==> src/rtl/dtree_pkg.sv <==
// Shared types and helpers for the decision-tree walk controller.
// Covers the walk state encoding, the child-present bit positions and the heap child index.
package dtree_pkg;

  typedef enum logic [2:0] {
    ST_IDLE  = 3'd0,
    ST_FETCH = 3'd1,
    ST_WAIT  = 3'd2,
    ST_EVAL  = 3'd3,
    ST_STEP  = 3'd4,
    ST_DONE  = 3'd5
  } state_e;

  // Child-present flags occupy the two top bits of a node word.
  function automatic int unsigned child_l_bit(input int unsigned depth);
    return depth - 2;
  endfunction

  function automatic int unsigned child_r_bit(input int unsigned depth);
    return depth - 1;
  endfunction

  // Heap-order child index: 2*node + 1 + dir, computed without truncation.
  function automatic int unsigned heap_child(input int unsigned node, input logic dir);
    return 2 * node + 1 + 32'(dir);
  endfunction

endpackage

==> src/rtl/dtree_walk_ctrl_eval_timer.sv <==
// Watchdog for the evaluator handshake.
// expired_c rises on the TIMEOUT-th consecutive enabled cycle after a clear.
module dtree_eval_timer #(
  parameter int unsigned TIMEOUT = 255
) (
  input  logic clk,
  input  logic rst,
  input  logic clr,
  input  logic en,
  output logic expired_c
);

  localparam int unsigned CW = $clog2(TIMEOUT + 1);

  logic [CW-1:0] cnt_q;
  logic [CW-1:0] cnt_d;

  assign expired_c = (cnt_q == CW'(TIMEOUT - 1));

  always_comb begin
    cnt_d = cnt_q;
    if (clr) begin
      cnt_d = '0;
    end else if (en && !expired_c) begin
      cnt_d = cnt_q + CW'(1);
    end
  end

  always_ff @(posedge clk or posedge rst) begin
    if (rst) begin
      cnt_q <= '0;
    end else begin
      cnt_q <= cnt_d;
    end
  end

endmodule

==> src/rtl/dtree_walk_ctrl.sv <==
// Decision-tree walk sequencer: fetches heap-ordered node words, hands them to the
// external evaluator, follows the returned direction to a leaf, and arbitrates host writes.
module dtree_walk_ctrl
  import dtree_pkg::*;
#(
  parameter  int unsigned DEPTH        = 24,
  parameter  int unsigned WORDS        = 8,
  parameter  int unsigned EVAL_TIMEOUT = 255,
  localparam int unsigned AW           = $clog2(WORDS)
) (
  input  logic             clk,
  input  logic             reset,
  input  logic             start,
  output logic             busy,
  output logic             done,
  output logic [AW-1:0]    leaf_node,
  output logic             leaf_dir,
  output logic             error,
  output logic             mem_ce,
  output logic             mem_we,
  output logic [AW-1:0]    mem_a,
  output logic [DEPTH-1:0] mem_d_out,
  output logic             mem_d_oe,
  input  logic [DEPTH-1:0] mem_d_in,
  output logic [DEPTH-1:0] node_word,
  output logic             node_valid,
  input  logic             eval_valid,
  input  logic             eval_dir,
  input  logic             cfg_req,
  input  logic [AW-1:0]    cfg_addr,
  input  logic [DEPTH-1:0] cfg_data,
  output logic             cfg_ack
);

  localparam int unsigned CHILD_L_BIT = child_l_bit(DEPTH);
  localparam int unsigned CHILD_R_BIT = child_r_bit(DEPTH);
  localparam int unsigned CIW         = AW + 2;

  state_e state_q, state_d;

  logic [AW-1:0]    node_q, node_d;
  logic             dir_q, dir_d;
  logic             pending_q, pending_d;
  logic             busy_q, busy_d;
  logic             done_q, done_d;
  logic [AW-1:0]    leaf_node_q, leaf_node_d;
  logic             leaf_dir_q, leaf_dir_d;
  logic             error_q, error_d;
  logic             mem_ce_q, mem_ce_d;
  logic             mem_we_q, mem_we_d;
  logic [AW-1:0]    mem_a_q, mem_a_d;
  logic [DEPTH-1:0] mem_d_out_q, mem_d_out_d;
  logic             mem_d_oe_q, mem_d_oe_d;
  logic [DEPTH-1:0] node_word_q, node_word_d;
  logic             node_valid_q, node_valid_d;
  logic             cfg_ack_q, cfg_ack_d;

  logic           tmo_expired_c;
  logic           cfg_take_c;
  logic           walk_go_c;
  logic           eval_tmo_c;
  logic [CIW-1:0] child_c;
  logic           present_c;
  logic           child_oob_c;

  dtree_eval_timer #(
    .TIMEOUT (EVAL_TIMEOUT)
  ) u_eval_timer (
    .clk       (clk),
    .rst       (reset),
    .clr       (state_q != ST_EVAL),
    .en        (state_q == ST_EVAL),
    .expired_c (tmo_expired_c)
  );

  // The ack cycle still sees the host's held request; gating on cfg_ack_q avoids a repeat write.
  assign cfg_take_c  = (state_q == ST_IDLE) && cfg_req && !cfg_ack_q;
  assign walk_go_c   = (state_q == ST_IDLE) && !cfg_take_c && (pending_q || start);
  assign eval_tmo_c  = (state_q == ST_EVAL) && !eval_valid && tmo_expired_c;
  assign child_c     = CIW'(heap_child(32'(node_q), dir_q));
  assign present_c   = dir_q ? node_word_q[CHILD_R_BIT] : node_word_q[CHILD_L_BIT];
  assign child_oob_c = (child_c >= CIW'(WORDS));

  // State register
  always_ff @(posedge clk or posedge reset) begin
    if (reset) begin
      state_q <= ST_IDLE;
    end else begin
      state_q <= state_d;
    end
  end

  // Next-state logic
  always_comb begin
    state_d = state_q;
    case (state_q)
      ST_IDLE:  if (walk_go_c) state_d = ST_FETCH;
      ST_FETCH: state_d = ST_WAIT;
      ST_WAIT:  state_d = ST_EVAL;
      ST_EVAL: begin
        if (eval_valid)      state_d = ST_STEP;
        else if (eval_tmo_c) state_d = ST_DONE;
      end
      ST_STEP: begin
        if (!present_c || child_oob_c) state_d = ST_DONE;
        else                           state_d = ST_FETCH;
      end
      ST_DONE:  state_d = ST_IDLE;
      default:  state_d = ST_IDLE;
    endcase
  end

  // Output and datapath next values; every output is registered on the transition it belongs to.
  always_comb begin
    node_d       = node_q;
    dir_d        = dir_q;
    pending_d    = pending_q;
    busy_d       = busy_q;
    done_d       = 1'b0;
    leaf_node_d  = leaf_node_q;
    leaf_dir_d   = leaf_dir_q;
    error_d      = error_q;
    mem_ce_d     = 1'b0;
    mem_we_d     = 1'b0;
    mem_a_d      = mem_a_q;
    mem_d_out_d  = '0;
    node_word_d  = node_word_q;
    node_valid_d = 1'b0;
    cfg_ack_d    = 1'b0;
    case (state_q)
      ST_IDLE: begin
        if (cfg_take_c) begin
          mem_ce_d    = 1'b1;
          mem_we_d    = 1'b1;
          mem_a_d     = cfg_addr;
          mem_d_out_d = cfg_data;
          cfg_ack_d   = 1'b1;
          pending_d   = pending_q | start;
        end else if (walk_go_c) begin
          pending_d = 1'b0;
          node_d    = '0;
          busy_d    = 1'b1;
          mem_ce_d  = 1'b1;
          mem_a_d   = '0;
        end
      end
      ST_WAIT: begin
        node_word_d  = mem_d_in;
        node_valid_d = 1'b1;
      end
      ST_EVAL: begin
        if (eval_valid) begin
          dir_d = eval_dir;
        end else if (eval_tmo_c) begin
          error_d     = 1'b1;
          leaf_node_d = node_q;
          leaf_dir_d  = 1'b0;
          done_d      = 1'b1;
        end
      end
      ST_STEP: begin
        if (!present_c || child_oob_c) begin
          error_d     = present_c;
          leaf_node_d = node_q;
          leaf_dir_d  = dir_q;
          done_d      = 1'b1;
        end else begin
          node_d   = child_c[AW-1:0];
          mem_ce_d = 1'b1;
          mem_a_d  = child_c[AW-1:0];
        end
      end
      ST_DONE: busy_d = 1'b0;
      default: ;
    endcase
    mem_d_oe_d = mem_ce_d & mem_we_d;
  end

  always_ff @(posedge clk or posedge reset) begin
    if (reset) begin
      node_q       <= '0;
      dir_q        <= 1'b0;
      pending_q    <= 1'b0;
      busy_q       <= 1'b0;
      done_q       <= 1'b0;
      leaf_node_q  <= '0;
      leaf_dir_q   <= 1'b0;
      error_q      <= 1'b0;
      mem_ce_q     <= 1'b0;
      mem_we_q     <= 1'b0;
      mem_a_q      <= '0;
      mem_d_out_q  <= '0;
      mem_d_oe_q   <= 1'b0;
      node_word_q  <= '0;
      node_valid_q <= 1'b0;
      cfg_ack_q    <= 1'b0;
    end else begin
      node_q       <= node_d;
      dir_q        <= dir_d;
      pending_q    <= pending_d;
      busy_q       <= busy_d;
      done_q       <= done_d;
      leaf_node_q  <= leaf_node_d;
      leaf_dir_q   <= leaf_dir_d;
      error_q      <= error_d;
      mem_ce_q     <= mem_ce_d;
      mem_we_q     <= mem_we_d;
      mem_a_q      <= mem_a_d;
      mem_d_out_q  <= mem_d_out_d;
      mem_d_oe_q   <= mem_d_oe_d;
      node_word_q  <= node_word_d;
      node_valid_q <= node_valid_d;
      cfg_ack_q    <= cfg_ack_d;
    end
  end

  assign busy       = busy_q;
  assign done       = done_q;
  assign leaf_node  = leaf_node_q;
  assign leaf_dir   = leaf_dir_q;
  assign error      = error_q;
  assign mem_ce     = mem_ce_q;
  assign mem_we     = mem_we_q;
  assign mem_a      = mem_a_q;
  assign mem_d_out  = mem_d_out_q;
  assign mem_d_oe   = mem_d_oe_q;
  assign node_word  = node_word_q;
  assign node_valid = node_valid_q;
  assign cfg_ack    = cfg_ack_q;

endmodule

==> config.mk <==
export PLATFORM = sky130hd
export DESIGN_NAME = dtree_walk_ctrl
export DESIGN_NICKNAME = d
export VERILOG_FILES = /design/src/rtl/dtree_pkg.sv /design/src/rtl/dtree_walk_ctrl_eval_timer.sv /design/src/rtl/dtree_walk_ctrl.sv
export SDC_FILE = /design/constraint.sdc
export NUM_CORES = 1
export LEC_CHECK = 0
export CORE_UTILIZATION = 30
export CTS_CLUSTER_SIZE = 10
export DETAILED_ROUTE_END_ITERATION = 6
export HOLD_SLACK_MARGIN = 0.08
export SETUP_SLACK_MARGIN = 0.05
export SLEW_MARGIN = 20
export SYNTH_ARGS = -nofsm -noshare
export SYNTH_HDL_FRONTEND = slang
export SYNTH_SLANG_ARGS = --single-unit
export TNS_END_PERCENT = 5
==> constraint.sdc <==
create_clock -name clk -period 3 [get_ports clk]
set_input_delay 0.6 -clock clk [delete_from_list [all_inputs] [get_ports clk]]
set_output_delay 0.6 -clock clk [all_outputs]
set_load 0.02 [all_outputs]
* Word-level counts from Yosys, hierarchy flattened
Index checks and enable logic that the tools add are counted.
** Word-level totals
- Memories :: 0
- Bits in read-only memories :: 0
- Logic and storage cells :: 109
- Bits in latches :: 0
- RAM bits :: 0
- Register bits :: 78
- Output and inout port bits :: 63
** Operators by class
- Bitwise logic cells :: 2
- Magnitude comparators :: 1
- Shifts and indexed selects :: 0
- $mul :: 0
- Divide/modulo/power cells :: 0
- Add/subtract/negate cells :: 3
- Eq/ne operators :: 15
- Reduce and logical (&&, ||, !) cells :: 27
- Mux-type cells :: 44
** Operators with widths (count)
- 2-to-1 mux 24 bit :: 2
- 2-to-1 mux 3 bit :: 11
- 2-to-1 mux 1 bit :: 20
- one-hot mux 3 bit (2 select lines) :: 3
- 2-to-1 mux 8 bit :: 2
- one-hot mux 3 bit (5 select lines) :: 1
- inequality test 2 bit (second input constant) :: 6
- one-hot mux 1 bit (2 select lines) :: 5
- nonzero test 2 bit :: 5
- adder 8 x 1 -> 8 bit (second input constant) :: 1
- == test 8 bit (second input constant) :: 1
- AND reduction 4 bit :: 2
- logical AND 1 bit :: 7
- == test 3 x 2 -> 1 bit (second input constant) :: 2
- == test 3 bit (second input constant) :: 2
- inequality test 3 bit (second input constant) :: 2
- AND reduction 2 bit :: 3
- AND reduction 3 bit :: 2
- adder 4 x 1 -> 5 bit (second input constant) :: 1
- adder 5 x 1 -> 5 bit :: 1
- greater-or-equal comparator 5 x 4 -> 1 bit (second input constant) :: 1
- logical NOT 1 bit :: 5
- == test 3 x 1 -> 1 bit (second input constant) :: 1
- logical NOT 3 bit :: 1
- 4 further kinds :: 5

* Logic depth before layout (Yosys ltp)
- Depth in word-level cells :: 10
- Mapped depth :: 7
- Gate-level depth less buffers :: 7

* By module
A second synthesis with hierarchy kept.
** Second synthesis, totals
- Cell total of the unflattened synthesis :: 243
- Area, all modules :: 3189.3 um2
** Modules (own cells, without submodules)
- dtree_walk_ctrl :: times used 1, area each 2700.1 um2, seq. area each 1726.7 um2, cells an instance 191
- dtree_eval_timer :: times used 1, area each 489.2 um2, seq. area each 200.2 um2, cells an instance 52

* Worst setup path after synthesis
Ideal clock, no wire load.
- Kind :: register to register
- From :: register u_eval_timer.cnt_q[0]
- To :: register leaf_node_q[0] (netlist: leaf_node[0])
- Slack :: 1266 ps
- Stages on the path, launching flop included :: 8
- Path buffers :: 0
- Period minus slack after synthesis :: 1734 ps
- Arrival :: 1609 ps
- Library setup time :: 125 ps
- Cells stage by stage :: dfrtp_1 > inv_1 > ha_1 > nand3_1 > nor2_4 > nand2_4 > o31ai_4 > mux2_2
** Between the ends
- Word-level cells in the longest chain between the ends :: 4
** Ends and longest elaborated chain
- start: declaration :: line dtree_walk_ctrl_eval_timer.sv:15 : logic [CW-1:0] cnt_q;
- start signal: assignment :: line dtree_walk_ctrl_eval_timer.sv:33 : cnt_q <= cnt_d;
- == test 8 bit :: line dtree_walk_ctrl_eval_timer.sv:18 : assign expired_c = (cnt_q == CW'(TIMEOUT - 1));
- logical AND 1 bit :: line dtree_walk_ctrl.sv:79 : assign eval_tmo_c = (state_q == ST_EVAL) && !eval_valid && tmo_expired_c;
- inequality test 2 bit (no source line)
- AND reduction 4 bit (no source line)
- end signal: assignment :: line dtree_walk_ctrl.sv:203 : leaf_node_q <= leaf_node_d;
- end: declaration :: line dtree_walk_ctrl.sv:46 : logic [AW-1:0] leaf_node_q, leaf_node_d;
No other way between the ends.
A chain may end at the register's enable or synchronous reset.

* Worst setup path after layout
- From :: register state_q[2]
- To :: register leaf_node_q[2] (netlist: leaf_node[2])
** Between the ends
- Word-level cells in the longest chain between the ends :: 5
- Elaborated cells on any way between the ends :: 10
- Classes of those cells :: 5 x eq/ne; 1 x mux; 4 x reduce/logical
** Ends and longest elaborated chain
- start: declaration :: line dtree_walk_ctrl.sv:39 : state_e state_q, state_d;
- start signal: assignment :: line dtree_walk_ctrl.sv:89 : state_q <= state_d;
- == test 3 x 2 -> 1 bit :: line dtree_walk_ctrl.sv:79, dtree_walk_ctrl.sv:130
- logical AND 1 bit (2 in a row) :: line dtree_walk_ctrl.sv:79
- inequality test 2 bit (no source line)
- AND reduction 4 bit (no source line)
Several ways; a longest one is shown, not always the timed one.

==> metrics <==
crit path from state_q[2]$_DFFE_PP0P_; Via Count 2132; DRC Markers 0; Die Y 104.0 um; HP Class register to register; RSZ-0062 raised after global routing false; Worst Setup Start Kind register; Final Hold Viols 0; Final period util 68.76%; Port Buffers 119; cts hold-fix bufs 0; Reg area 1952 um^2; Post-Route WL 6670 um; total gr overflow 0; CTS tree yes; fin worst setup slack 0.9371 ns; Setup Viol. Count Final 0; post-DR vias/cell 4.333; slew at the pin with the worst max-slew slack 0.5525 ns; Static Leak 2.045 nW; status complete, no violations; Reg2Reg Depth 3; final slew viol count 0; CP arrival 2.29 ns; post-CTS setup buffer count 0; clock sinks 78; num ports 120; worst rel slew slack 63.06%; share of cells above drive strength 1 18.11%; Die Width 104.0 um; CP Max Fanout 11; fin crit period 2.063 ns; Worst VDD drop 0.2828 mV; Critical Path End Type register; Clock transition at path regs 0.08 ns; setup TNS 0 ns; post-synthesis instance area 3119 um^2; H-Tree Depth 3; CTS max path bufs 2; Place WS 0.8636 ns; Final Instance Area 4668 um^2; post-synthesis sequential area ratio 62.58%; GRT Total Usage 13.42%; Starting Density 31.48%; Area growth syn-to-layout 49.66%; DR pass1 iterations 4; Mean Syn Cell Area 13.50 um^2; flops & latches, synth 78; Antenna Violating Nets Remaining 0; Core ar. 9910 um^2; global-route wire length before repair 11470 um; antenna diode count 0; Distinct cells, synth 39; pin count of the biggest net entering global routing 79; placed insts 476; Detail Placement HPWL 4710 um; Num CTS Buffers 9; maxcap violations 0; fmax 484.8 MHz; critical-path cell list nand3b_1 > o31ai_4 > mux2_2; nets 415; Root Buffer Master clkbuf_8; Post-Layout Cell Count 492; vias in the first global route 2274; post-CTS sizing 0; YS warnings 0; routed len/inst 13.56 um; critical path class register to register; FP Rows 36; Power Density 903.8 nW/um^2; # fillers 928; r2r startpoint state_q[2]$_DFFE_PP0P_; DR iter-0 viols 79; RePlAce Congestion 0.6970; CP required 3.23 ns; area of the multi-input gates 1066 um^2; Hold Path Stages 1; Layout Utilization 47.11%; Placed Area 4446 um^2; slowest CP cell nand3b_1; Hold Startpoint node_word[15]$_DFFE_PP0P_; CP peak stage delay 0.55 ns; worst clock skew 0.01327 ns; Mapped Cells 231; Die ar. 10810 um^2; worst skew pair latency 0.35 ns; Net Count, Synth 292; initial antenna violation count 0
==> synthesized netlist by cell type <==
cell type / number / area, um^2
buf_2: 3 / 15.01
o22a_2: 1 / 10.01
buf_4: 3 / 22.52
nand3_2: 1 / 10.01
nand3_1: 1 / 5.000
a211oi_1: 1 / 7.510
o21ai_0: 1 / 5.000
nand2b_1: 2 / 12.51
a31oi_1: 4 / 25.02
nand2_1: 6 / 22.52
mux2_2: 34 / 382.9
nor2_4: 1 / 11.26
a32oi_1: 1 / 8.760
dfrtp_1: 78 / 1952
nand2_4: 1 / 11.26
xnor2_1: 4 / 35.03
clkbuf_1: 1 / 3.750
nand3b_1: 1 / 7.510
o22ai_1: 1 / 6.260
nor4_1: 1 / 6.260
inv_1: 9 / 33.78
nor3_1: 5 / 25.02
clkbuf_8: 3 / 41.29
and3b_2: 1 / 10.01
o21a_1: 1 / 7.510
and3_1: 2 / 12.51
nor3b_1: 2 / 15.01
a21oi_1: 4 / 20.02
a21o_1: 2 / 15.01
xor2_1: 1 / 8.760
o31ai_4: 1 / 21.27
ha_1: 4 / 50.05
nor3_2: 4 / 40.04
and2_1: 25 / 156.4
nor2_1: 17 / 63.81
nor4_2: 1 / 12.51
mux2i_1: 1 / 10.01
o21bai_1: 1 / 7.510
a221oi_1: 1 / 8.760
==> worst max-delay path: cells and delay by family (launching register included) <==
family             cells  cell delay [ns]
AOI/OAI and AO/OA      1             0.49
DFF                    1             0.54
muxes                  1             0.38
and+or+nand+nor        1             0.55
==> logic make-up after synthesis <==
kind of cell               count (synthesis)  share of synthesized area, %
muxes                                     35                         12.60
AOI/OAI and AO/OA                         19                         4.573
and+or+nand+nor                           71                         13.52
DFF                                       78                         62.58
xor gates and xnor gates                   5                         1.404
buffers and inverters                     19                         3.730
adders and majority gates                  4                         1.605
==> power breakdown <==
| part | internal, mW | total [mW] | switching (mW) | leakage (nW) |
|---|---|---|---|---|
| Clock | 0.471 | 0.863 | 0.392 | 0.109 |
| Combinational | 0.938 | 1.75 | 0.811 | 0.925 |
| Sequential | 1.37 | 1.61 | 0.232 | 1.01 |
| Total | 2.78 | 4.22 | 1.44 | 2.04 |
==> cell usage in the layout, fill, tap and decap left out, types with 2 or more instances in the layout <==
cell type / count
a21o_1: 2
a21oi_1: 4
a31oi_1: 4
and2_1: 25
and3_1: 2
buf_4: 2
bufinv_16: 2
clkbuf_8: 9
clkdlybuf4s50_1: 119
clkinv_2: 2
clkinv_4: 3
dfrtp_1: 78
ha_1: 4
inv_1: 8
mux2_2: 34
nand2_1: 6
nand2b_1: 2
nor2_1: 17
nor3_1: 5
nor3_2: 3
nor3b_1: 2
xnor2_1: 4
==> path summary, 6_finish.rpt <==
path | endpoint | slack, ns
max | leaf_node[2]$_DFFE_PP0P_ | 0.94
min | node_word[15]$_DFFE_PP0P_ | 0.51
max reg2reg | leaf_node[2]$_DFFE_PP0P_ | 0.94
min reg2reg | node_word[15]$_DFFE_PP0P_ | 0.51
max in group asynchronous | mem_d_out[18]$_DFF_PP0_ | 1.99
min in group asynchronous | mem_d_out[2]$_DFF_PP0_ | 0.64
==> per-stage QoR <==
| stage | hold slack (ns) | power, mW |
|---|---|---|
| after floorplan | 0.4926 | 2.653 |
| after global placement | 0.4892 | 3.388 |
| after detailed placement | 0.4946 | 3.413 |
| after CTS | 0.5126 | 4.298 |
| after global routing | 0.5238 | 4.489 |
| final | 0.5086 | 4.219 |
==> state kept, by name, summed over array words and instances (netlist names), 3 cells and up <==
| register | cells |
|---|---|
| node_word | 24 |
| mem_d_out | 24 |
| state_q | 3 |
| leaf_node | 3 |
| node_q | 3 |
| mem_a | 3 |
| u_eval_timer.cnt_q | 8 |
==> metal layers <==
| layer | track usage, % | routed length (um) |
|---|---|---|
| met1 | 15.99 | 2841 |
| met4 | 5.408 | 119 |
| met2 | 21.95 | 3210 |
| met5 | 0 | 0 |
| met3 | 4.887 | 500 |
==> cell type report <==
class / count / area share, %
repair buffers: 122 / 26.27
clock buffers: 9 / 2.653
well taps: 133 / 3.565
clock inverters: 7 / 2.117
inverters: 9 / 0.7505
multi-input cells: 134 / 22.84
flip-flops and latches: 78 / 41.81
Note: power is estimated with default switching activity, not from simulation.
